==> config.mk <==
export PLATFORM = sky130hd
export DESIGN_NAME = seg_score_capture
export DESIGN_NICKNAME = d
export VERILOG_FILES = /design/src/rtl/pong_pkg.sv /design/src/rtl/seg7_decode.sv /design/src/rtl/seg_score_capture.sv
export SDC_FILE = /design/constraint.sdc
export NUM_CORES = 1
export LEC_CHECK = 0
export CAP_MARGIN = 25
export CORE_ASPECT_RATIO = 0.75
export CORE_MARGIN = 8
export CORE_UTILIZATION = 35
export DETAILED_ROUTE_END_ITERATION = 8
export SKIP_CTS_REPAIR_TIMING = 1
export SKIP_LAST_GASP = 1
export SYNTH_ARGS = -nofsm -noshare
export SYNTH_HDL_FRONTEND = slang
export SYNTH_SLANG_ARGS = --single-unit
==> constraint.sdc <==
create_clock -name clk -period 2.2 [get_ports clk]
set_input_delay 0.44 -clock clk [delete_from_list [all_inputs] [get_ports clk]]
set_output_delay 0.44 -clock clk [all_outputs]
set_load 0.05 [all_outputs]
==> src/rtl/pong_pkg.sv <==
// Shared seven-segment encoding for the score display driver and its capture monitor.
// Contents: seg_bus_t (one sampled bus word), SEG_GLYPH hex table, SEG_BLANK, seg_encode().
package pong_pkg;

    localparam int unsigned SEG_W   = 7;
    localparam int unsigned DIGIT_W = 4;

    // One sample of the multiplexed score bus: digit select plus {g,f,e,d,c,b,a}.
    typedef struct packed {
        logic             cath;
        logic [SEG_W-1:0] seg;
    } seg_bus_t;

    // Active-high segments, bit order {g,f,e,d,c,b,a}, glyphs 0..F.
    localparam logic [SEG_W-1:0] SEG_GLYPH [0:15] = '{
        7'h3F, 7'h06, 7'h5B, 7'h4F, 7'h66, 7'h6D, 7'h7D, 7'h07,
        7'h7F, 7'h6F, 7'h77, 7'h7C, 7'h39, 7'h5E, 7'h79, 7'h71
    };

    localparam logic [SEG_W-1:0] SEG_BLANK = 7'h00;

    // Encoder side of the shared table.
    function automatic logic [SEG_W-1:0] seg_encode(input logic [DIGIT_W-1:0] digit);
        return SEG_GLYPH[digit];
    endfunction

endpackage

==> src/rtl/seg7_decode.sv <==
// Combinational seven-segment pattern classifier.
// Ports: pattern (in, {g..a}); is_glyph, is_blank, value[3:0] (out).
module seg7_decode
    import pong_pkg::*;
(
    input  logic [SEG_W-1:0]   pattern,
    output logic               is_glyph,
    output logic               is_blank,
    output logic [DIGIT_W-1:0] value
);

    // Match against the shared glyph table; value is 0 when no glyph matches.
    always_comb begin
        is_glyph = 1'b0;
        value    = '0;
        for (int unsigned i = 0; i < 16; i++) begin
            if (pattern == SEG_GLYPH[i]) begin
                is_glyph = 1'b1;
                value    = DIGIT_W'(i);
            end
        end
        is_blank = (pattern == SEG_BLANK);
    end

endmodule

==> src/rtl/seg_score_capture.sv <==
// Receiver of the multiplexed two-digit seven-segment score bus.
// Synchronises the bus, demultiplexes it by cath phase, filters each slot for
// stability, and reports decoded scores, game-over blinking and bus errors.
// Ports: clk, reset (sync, active-high), seg_a..seg_g, cath (in);
//        score_p1/p2[3:0], valid_p1/p2, game_over, seg_err, phase_err (out, registered).
module seg_score_capture
    import pong_pkg::*;
#(
    parameter int unsigned SYNC_STAGES   = 2,
    parameter int unsigned STABLE_N      = 3,
    parameter int unsigned BLINK_TIMEOUT = 2048
) (
    input  logic               clk,
    input  logic               reset,
    input  logic               seg_a,
    input  logic               seg_b,
    input  logic               seg_c,
    input  logic               seg_d,
    input  logic               seg_e,
    input  logic               seg_f,
    input  logic               seg_g,
    input  logic               cath,
    output logic [DIGIT_W-1:0] score_p1,
    output logic [DIGIT_W-1:0] score_p2,
    output logic               valid_p1,
    output logic               valid_p2,
    output logic               game_over,
    output logic               seg_err,
    output logic               phase_err
);

    localparam int unsigned CNT_W = $clog2(STABLE_N + 1);
    localparam int unsigned TO_W  = (BLINK_TIMEOUT > 2) ? $clog2(BLINK_TIMEOUT) : 1;
    localparam int unsigned SUP_W = $clog2(SYNC_STAGES + 2);

    localparam logic [CNT_W-1:0] CNT_MAX  = CNT_W'(STABLE_N);
    localparam logic [TO_W-1:0]  TO_LAST  = TO_W'(BLINK_TIMEOUT - 1);
    localparam logic [SUP_W-1:0] SUP_DONE = SUP_W'(SYNC_STAGES + 1);

    seg_bus_t bus_in;
    seg_bus_t s_bus;
    seg_bus_t sync_q [SYNC_STAGES];

    logic [SEG_W-1:0] last_q [2];
    logic [CNT_W-1:0] cnt_q  [2];
    logic [TO_W-1:0]  to_cnt_q;
    logic [SUP_W-1:0] sup_cnt_q;
    logic             prev_cath_q;

    logic               slot;
    logic [SEG_W-1:0]   cur_last;
    logic [CNT_W-1:0]   cur_cnt;
    logic [CNT_W-1:0]   cnt_nxt;
    logic               match;
    logic               accept;
    logic               dec_glyph;
    logic               dec_blank;
    logic [DIGIT_W-1:0] dec_value;

    always_comb begin
        bus_in.cath = cath;
        bus_in.seg  = {seg_g, seg_f, seg_e, seg_d, seg_c, seg_b, seg_a};
    end

    assign s_bus = sync_q[SYNC_STAGES-1];
    assign slot  = s_bus.cath;

    // Single decoder on the synchronised bus; only the active slot uses it.
    seg7_decode u_decode (
        .pattern  (s_bus.seg),
        .is_glyph (dec_glyph),
        .is_blank (dec_blank),
        .value    (dec_value)
    );

    // Stability filter for the slot selected this cycle; accept fires once per run.
    always_comb begin
        cur_last = last_q[slot];
        cur_cnt  = cnt_q[slot];
        match    = (s_bus.seg == cur_last);
        if (!match) begin
            cnt_nxt = CNT_W'(1);
        end else if (cur_cnt == CNT_MAX) begin
            cnt_nxt = cur_cnt;
        end else begin
            cnt_nxt = cur_cnt + CNT_W'(1);
        end
        accept = (cnt_nxt == CNT_MAX) && !(match && (cur_cnt == CNT_MAX));
    end

    // Synchroniser chain.
    always_ff @(posedge clk) begin
        if (reset) begin
            for (int unsigned i = 0; i < SYNC_STAGES; i++) begin
                sync_q[i] <= '0;
            end
        end else begin
            sync_q[0] <= bus_in;
            for (int unsigned i = 1; i < SYNC_STAGES; i++) begin
                sync_q[i] <= sync_q[i-1];
            end
        end
    end

    // Slot state, score/flag outputs, blink timeout and phase checking.
    always_ff @(posedge clk) begin
        if (reset) begin
            last_q[0]   <= '0;
            last_q[1]   <= '0;
            cnt_q[0]    <= '0;
            cnt_q[1]    <= '0;
            to_cnt_q    <= '0;
            sup_cnt_q   <= '0;
            prev_cath_q <= 1'b0;
            score_p1    <= '0;
            score_p2    <= '0;
            valid_p1    <= 1'b0;
            valid_p2    <= 1'b0;
            game_over   <= 1'b0;
            seg_err     <= 1'b0;
            phase_err   <= 1'b0;
        end else begin
            last_q[slot] <= s_bus.seg;
            cnt_q[slot]  <= cnt_nxt;
            prev_cath_q  <= s_bus.cath;

            if (accept && dec_glyph) begin
                if (slot) begin
                    score_p2 <= dec_value;
                    valid_p2 <= 1'b1;
                end else begin
                    score_p1 <= dec_value;
                    valid_p1 <= 1'b1;
                end
            end

            if (accept && !dec_glyph && !dec_blank) begin
                seg_err <= 1'b1;
            end

            // An accepted blank beats the timeout expiring in the same cycle.
            if (accept && dec_blank) begin
                game_over <= 1'b1;
                to_cnt_q  <= '0;
            end else if (game_over) begin
                if (to_cnt_q == TO_LAST) begin
                    game_over <= 1'b0;
                end else begin
                    to_cnt_q <= to_cnt_q + TO_W'(1);
                end
            end

            // Hold off until both current and previous s_cath carry real pin data.
            if (sup_cnt_q != SUP_DONE) begin
                sup_cnt_q <= sup_cnt_q + SUP_W'(1);
            end
            phase_err <= (sup_cnt_q == SUP_DONE) && (s_bus.cath == prev_cath_q);
        end
    end

endmodule

Word level (Yosys, flattened, before mapping)

Memory sizes are Yosys's and may differ from the RTL's.
Index checks and enable logic that the tools add are counted.
Widths: inputs -> output; s select.

Flip-flop bits (word level): 27
Bits in writable memories: 34
Bits of input ports: 10
Output and inout port bits: 13
Logic and storage cells: 107
Memories kept: 3

Memories:

| memory | words | bits a word | rd ports | clocked after memory_dff | write ports | RTL line                | RTL |
|---|---|---|---|---|---|---|---|
| sync_q | 2     | 8           | 2        | 0                        | 2           | seg_score_capture.sv:42 | `seg_bus_t sync_q [SYNC_STAGES];` |
| last_q | 2     | 7           | 1        | 0                        | 2           | seg_score_capture.sv:44 | `logic [SEG_W-1:0] last_q [2];` |
| cnt_q  | 2     | 2           | 1        | 0                        | 2           | seg_score_capture.sv:45 | `logic [CNT_W-1:0] cnt_q [2];` |

$add $sub $neg: 3
Equality and inequality tests: 23
Mux-type cells: 47
Bitwise logic cells: 4
Reduce and logical (&&, ||, !) cells: 17

Operator list:

| operator              | number |
|---|---|
| $eq 7x7->1 const B    | 12 |
| $mux 4                | 8 |
| $mux 1                | 27 |
| $mux 8                | 2 |
| $eq 7x3->1 const B    | 2 |
| $eq 7x6->1 const B    | 2 |
| $mux 3                | 4 |
| $add 11x1->11 const B | 1 |
| $eq 11x11->1 const B  | 1 |
| $mux 2                | 5 |
| $eq 7x7->1            | 1 |
| $logic_and 1x1->1     | 7 |
| $logic_not 7->1       | 1 |
| $mux 7                | 1 |
| $reduce_or 7->1       | 1 |
| $eq 2x2->1 const B    | 3 |
| $reduce_and 2->1      | 3 |
| $add 2x1->2 const B   | 2 |
| $reduce_or 2->1       | 2 |
| $logic_not 1->1       | 3 |
| $ne 2x2->1 const B    | 1 |
| $not 1->1             | 2 |
| $or 1x1->1            | 2 |
| $eq 1x1->1            | 1 |

Logic depth before layout (Yosys ltp)

Gate-level depths: netlist (run 1).
An unclocked memory read counts as a cell.

Depth after elaboration: 21
Mapped depth: 8
Gate-level depth less buffers: 6

By module

Synthesis (run 1) repeated with hierarchy kept, for this count alone.

Cells, all modules: 294
Area, all modules: 2,867.8 sq um

By module, submodules not included:

| module            | times used | cells each | area each (sq um) | sequential area each (sq um) |
|---|---|---|---|---|
| seg_score_capture | 1          | 232        | 2,466.1           | 1,401.3 |
| seg7_decode       | 1          | 62         | 401.6             | 0.0 |

Worst setup path after synthesis (run 1)

No wires, ideal clock.

Path type: register to register
From: mem sync_q[0][13] (netlist name)
To: reg score_p1[0]
Library setup time: 0.072 ns
Data arrival time: 1.939 ns
Required time: 2.128 ns
Path slack: 0.190 ns
Stages on the path, launching flop included: 7
Path buffers: 1
Clock period less this slack: 2.010 ns
Cells stage by stage: dfxtp_1 > buf_6 > or4_1 > a211oi_2 > nor4_2 > a2111oi_4 > mux2i_1

RTL lines:

| what                 | RTL line                 | RTL |
|---|---|---|
| start, declared      | seg_score_capture.sv:42  |  |
| end signal, assigned | seg_score_capture.sv:132 | `score_p1 <= dec_value;` |
| end, declared        | seg_score_capture.sv:23  | `output logic [DIGIT_W-1:0] score_p1,` |

==> results of run 1 <==
==> metal layers <==
| metal | global-route usage (%) | wire length [µm] | share of wire (%) |
|---|---|---|---|
| met1 | 15.2 | 2990 | 50 |
| met2 | 14.9 | 2430 | 41 |
| met3 | 3.96 | 410 | 6.9 |
| met4 | 6.63 | 96 | 1.6 |
| met5 | 0 | 0 | 0 |
==> Yosys cell counts (all sizes together) (2+ instances only) <==
library cell	number
inv	7
and3	3
nor2b	18
a21oi	4
and4	2
o21ai	4
or2	2
nand4	10
o211ai	2
nor3	6
nand3b	3
o22ai	3
a211oi	3
nor4	2
and2	14
xnor2	8
buf	12
nand3	10
clkbuf	6
dfxtp	43
edfxtp	18
or4	2
or3b	2
o31ai	2
xor2	12
ha	2
nand2	20
o31a	2
mux2i	16
nor2	23
==> per-stage QoR <==
stage	setup slack, ns	area (µm²)	hold slack [ns]
floorplan	0.190	2820	0.414
finish	0.104	3520	0.443
CTS	0.0278	3510	0.444
detailed placement	0.0449	3310	0.426
global placement	0.0539	3310	0.429
global route	0.0236	3520	0.456
==> flip-flops by register name, indices dropped and copies added, names as in the netlist, 2 cells and up <==
register   count
cnt_q          4
last_q        14
score_p1       4
score_p2       4
sup_cnt_q      2
sync_q        16
to_cnt_q      11
==> area by class of cell <==
class                      instances  area [µm²]
inverter                           7        26.3
clock buffer                       9         124
multi-input combinational        191        1290
timing repair buffer              52         462
sequential                        61        1410
clock inverter                     7        75.1
tap                              105         131
fill                             766        4330
==> logic make-up (layout without fill, tap and decap cells) <==
group | Yosys count | count (layout)
and+or+nand+nor | 123 | 123
adders and majority gates | 2 | 2
buffers and inverters | 25 | 75
AOI/OAI and AO/OA | 30 | 30
muxes | 16 | 16
xor gates and xnor gates | 20 | 20
DFF | 61 | 61
==> worst paths after layout <==
check,end,cells after the start
setup / recovery,score_p2[1]$_SDFFE_PP0P_,5
setup reg to reg,score_p2[1]$_SDFFE_PP0P_,5
hold reg to reg,sync_q[0][12]$_SDFF_PP0_,1
hold / removal,sync_q[0][12]$_SDFF_PP0_,1
==> report_power, final <==
group          switching (mW)  leakage [nW]  internal (mW)  total [mW]
Sequential             0.0294         0.556           1.20        1.23
Combinational           0.111         0.632          0.105       0.216
Clock                   0.454        0.0997          0.526       0.980
Total                   0.594          1.29           1.83        2.42
==> flow_summary.ini, run 1 <==
[setup_path]
crit_fanout = 7
reg2reg_from = sync_q[0][12]$_SDFF_PP0_
critical_path_class = register to register
crit_family = compound AO/OA/AOI/OAI gates
cp.arrival_ns = 2.31
cpPeakStageDelay_ns = 0.56
worst_setup_path_start_kind = register
worstSetupEndpointType = register
worstPathRequired_ns = 2.41
path_buf_inv = 0
crit_start = sync_q[0][12]$_SDFF_PP0_
crit_chain = or4_1, a211oi_2, nor4_2, a2111o_1, mux2i_1
reg2reg_setup_slack_ns = 0.10
cp_slowest_cell = or4_1

[synth]
synth_top_cell_by_area = dfxtp_1
avgSynthCellArea_um2 = 10.2
synthFlopType = dfxtp_1
synth.area.top_cells = dfxtp_1 (31%), edfxtp_1 (19%), mux2i_1 (5.7%)
ys_types = 52
synth-simple-area-share_pct = 24.1
synth_xor_area_share_pct = 6.22
synth_compound_area_share_pct = 9.02
synth_fa_ha_area_share_pct = 0.889
muxShareOfSynthArea_pct = 5.69
async_reset_ff_share_pct = 0
synth_warnings = 0
syn_area_mm2 = 0.00282
synth_top_area_share_pct = 30.6
ys_seq_area_share_pct = 49.8
syn_inst = 277
synth_top_family_by_area = simple AND/OR/NAND/NOR gates
synth_fp_nets = 289
ys_ff_latch = 61
synth-edff-count = 18

[power_and_ir_drop]
powerDensity_mw_per_mm2 = 688
power.leakage_nw = 1.29
total_power_mw = 2.42
ir_worst_vdd_v = 0.000387

[sta]
rsz0062_at_grt = no
max_slew_margin_pct = 65.0
finClkSkew_ns = 0.00812
timing.final.hold_violations = 0
finalSetupTns_ns = 0
max_clock_freq_ghz = 0.477
worst_slew_pin_slew_ns = 0.523
setup_viol = 0
finalCriticalPeriod_ns = 2.10
slew_viol_final = 0
finalCritPeriodShare_pct = 95.3

[placement]
gp_congestion = 0.856
port-buffer-count = 22
hpwl_um = 4310
dpl.cell_count = 416

[drt]
via_per_inst = 4.90
wl_per_cell_um = 13.7
ant_nets = 0
drtIter0Drc = 146
vias = 2117
totalWireLength_um = 5930
firstDrtPassIters = 4
drcViolationCount = 0

[global_routing]
grt_pass1_wl_um = 9770
gr-total-overflow = 0
grt_usage_pct = 11.2
grt_max_degree = 17
grt_pass1_vias = 1961
antenna_found_initial = 0

[status]
status = finished, final reports clean

[cts]
htreeDepth = 3
clk_pin_slew_worst_paths_ns = 0.07
clk_path_buf_depth = 2
clock-sinks = 61
root_buffer = clkbuf_8
cts_tree = yes
clk_latency_ns = 0.34
cts_buffers = 9

[floorplan]
die_h_um = 93.7
die_w_um = 120
die-area_mm2 = 0.0112
io_pins = 23
num_rows = 28
initial_core_util_pct = 35.9
core_area_mm2 = 0.00785

[layout]
fin_nets = 334
drive_gt1_share_pct = 18.3
most-common-layout-cells = dfxtp_1 (38), buf_4 (28), nor2_1 (23), clkdlybuf4s50_1 (22), nand2_1 (20)
final_core_util_pct = 44.9
area_growth_pct = 25.0
layout_commonest_cell = dfxtp_1
stdcell_count = 432
n_antenna_cell = 0

[min_path]
hold_class = register to register
hold_start = sync_q[0][4]$_SDFF_PP0_

[run]
max_cap_viol_count = 0
Power figures use the tool's default switching activity.
==> run 2: changes to the inputs <==
- GPL_TIMING_DRIVEN: not set -> 0
==> flow_summary.ini, run 2 (synthesized netlist as in run 1, its figures left out) <==
[placement]
detailed_place.area_mm2 = 0.00316
port-buffer-count = 21
preCtsSetupSlack_ns = -0.188
gp_congestion = 0.852
dpl.cell_count = 403
hpwl_um = 4100

[drt]
ant_nets = 0
firstDrtPassIters = 4
vias = 2064
drtIter0Drc = 155
drcViolationCount = 0
via_per_inst = 4.91
wl_per_cell_um = 13.7
totalWireLength_um = 5750

[power_and_ir_drop]
power_frac_comb_pct = 8.4
p_int_mw = 1.78
power_frac_clock_pct = 40.0
sw_frac_of_total_pct = 24.3
p_seq_share_pct = 51.7
total_power_mw = 2.36
power.leakage_nw = 1.21
p_sw_mw = 0.573
powerDensity_mw_per_mm2 = 692
ir_worst_vdd_v = 0.000455

[setup_path]
path_buf_inv = 1
r2r_end = score_p1[3]$_SDFFE_PP0P_
crit_chain = or4_4, a211oi_4, nor4_4, a2111oi_4, buf_4, mux2i_1
reg2reg_from = sync_q[0][12]$_SDFF_PP0_
crit_end = score_p1[3]$_SDFFE_PP0P_
crit_fanout = 6
cp_num_cells = 6
worstPathRequired_ns = 2.46
crit_start = sync_q[0][12]$_SDFF_PP0_
reg2reg_depth = 6
critical_path_class = register to register
worstSetupEndpointType = register
cpPeakStageDelay_ns = 0.56
cp.arrival_ns = 2.39
crit_family = compound AO/OA/AOI/OAI gates
worst_setup_path_start_kind = register
reg2reg_setup_slack_ns = 0.08
cp_slowest_cell = or4_4

[min_path]
hold_class = register to register
whs_path_depth = 1

[status]
status = finished, final reports clean

[sta]
finalCritPeriodShare_pct = 96.5
finalCriticalPeriod_ns = 2.12
max_slew_margin_pct = 60.7
finClkSkew_ns = 0.00919
max_clock_freq_ghz = 0.471
rsz0062_at_grt = yes
layout_setup_ws_ns = 0.0772
setup_viol = 0
slew_viol_final = 0
whs_ns = 0.439
worst_slew_pin_slew_ns = 0.585
timing.final.hold_violations = 0

[layout]
reg_top3 = sync_q (16), last_q (14), to_cnt_q (11)
drive_gt1_share_pct = 14.0
regMostFlops = sync_q
layout_commonest_cell = dfxtp_1
n_antenna_cell = 0
fin_area_mm2 = 0.00341
n_fill_cell = 779
fin_nets = 322
most-common-layout-cells = dfxtp_1 (40), nor2_1 (23), clkdlybuf4s50_1 (21), nand2_1 (20)
stdcell_count = 420
largest_reg_flops = 16
area_growth_pct = 21.0

[floorplan]
die-area_mm2 = 0.0112
die_h_um = 93.7
io_pins = 23
initial_core_util_pct = 35.9
die_w_um = 120
core_area_mm2 = 0.00785
num_rows = 28

[global_routing]
antenna_found_initial = 0
grt_max_degree = 12
grt_pass1_wl_um = 9770
grt_usage_pct = 11.0
gr-total-overflow = 0
grt_pass1_vias = 1955

[cts]
root_buffer = clkbuf_8
clk_latency_ns = 0.33
htreeDepth = 3
clock-sinks = 61
cts_tree = yes
cts_buffers = 9
clk_path_buf_depth = 2
clk_pin_slew_worst_paths_ns = 0.07

[run]
max_cap_viol_count = 0
[run 2: cell types whose count changed in the layout (fill, tap and decap cells not counted), sizes merged]
cell,before,now
clkbuf,9,20
buf,30,10
inv,8,9
clkdlybuf4s50,22,21
bufinv,1,0
clkinv,4,2
[run 2: stage by stage]
step / utilization [%] / TNS, ns
floorplan: - / 0
finish: 43.4 / 0
CTS: 42.7 / -1.25
detailed placement: 40.2 / -1.16
global route: 43.4 / -0.236
global placement: 40.2 / -0.669
[run 2: how the worst min path moves through the flow]
stage | to | startpoint | slack (ns)
after global routing | sync_q[0][11]$_SDFF_PP0_ | sync_q[0][3]$_SDFF_PP0_ | 0.46
after CTS | sync_q[0][15]$_SDFF_PP0_ | sync_q[0][7]$_SDFF_PP0_ | 0.44
after floorplan | sync_q[0][10]$_SDFF_PP0_ | sync_q[0][2]$_SDFF_PP0_ | 0.41
after global placement | sync_q[0][15]$_SDFF_PP0_ | sync_q[0][7]$_SDFF_PP0_ | 0.42
final | sync_q[0][11]$_SDFF_PP0_ | sync_q[0][3]$_SDFF_PP0_ | 0.44
after detailed placement | sync_q[0][15]$_SDFF_PP0_ | sync_q[0][7]$_SDFF_PP0_ | 0.43
[run 2: cell type report]
type                       instances  area, µm²  area share (%)
timing repair buffer              23        225            6.61
clock buffer                      11        163            4.78
buffer                            17        105            3.09
inverter                           7       26.3           0.771
sequential                        61       1410            41.3
tap                              105        131            3.86
multi-input combinational        191       1320            38.8
clock inverter                     5       30.0           0.882
[run 2: power groups by stage]
stage	logic (mW)	clock network (mW)	registers [mW]
detailed placement	0.194	0	1.24
floorplan	0.137	0	1.24
finish	0.197	0.942	1.22
global route	0.219	1.04	1.22
CTS	0.194	0.973	1.22
global placement	0.190	0	1.24
[run 2: layer usage]
| layer | GRT usage, % | share of wire [%] |
|---|---|---|
| met1 | 15.2 | 53 |
| met2 | 14.8 | 40 |
| met3 | 4.26 | 5.1 |
| met4 | 4.66 | 1.4 |
| met5 | 0 | 0 |
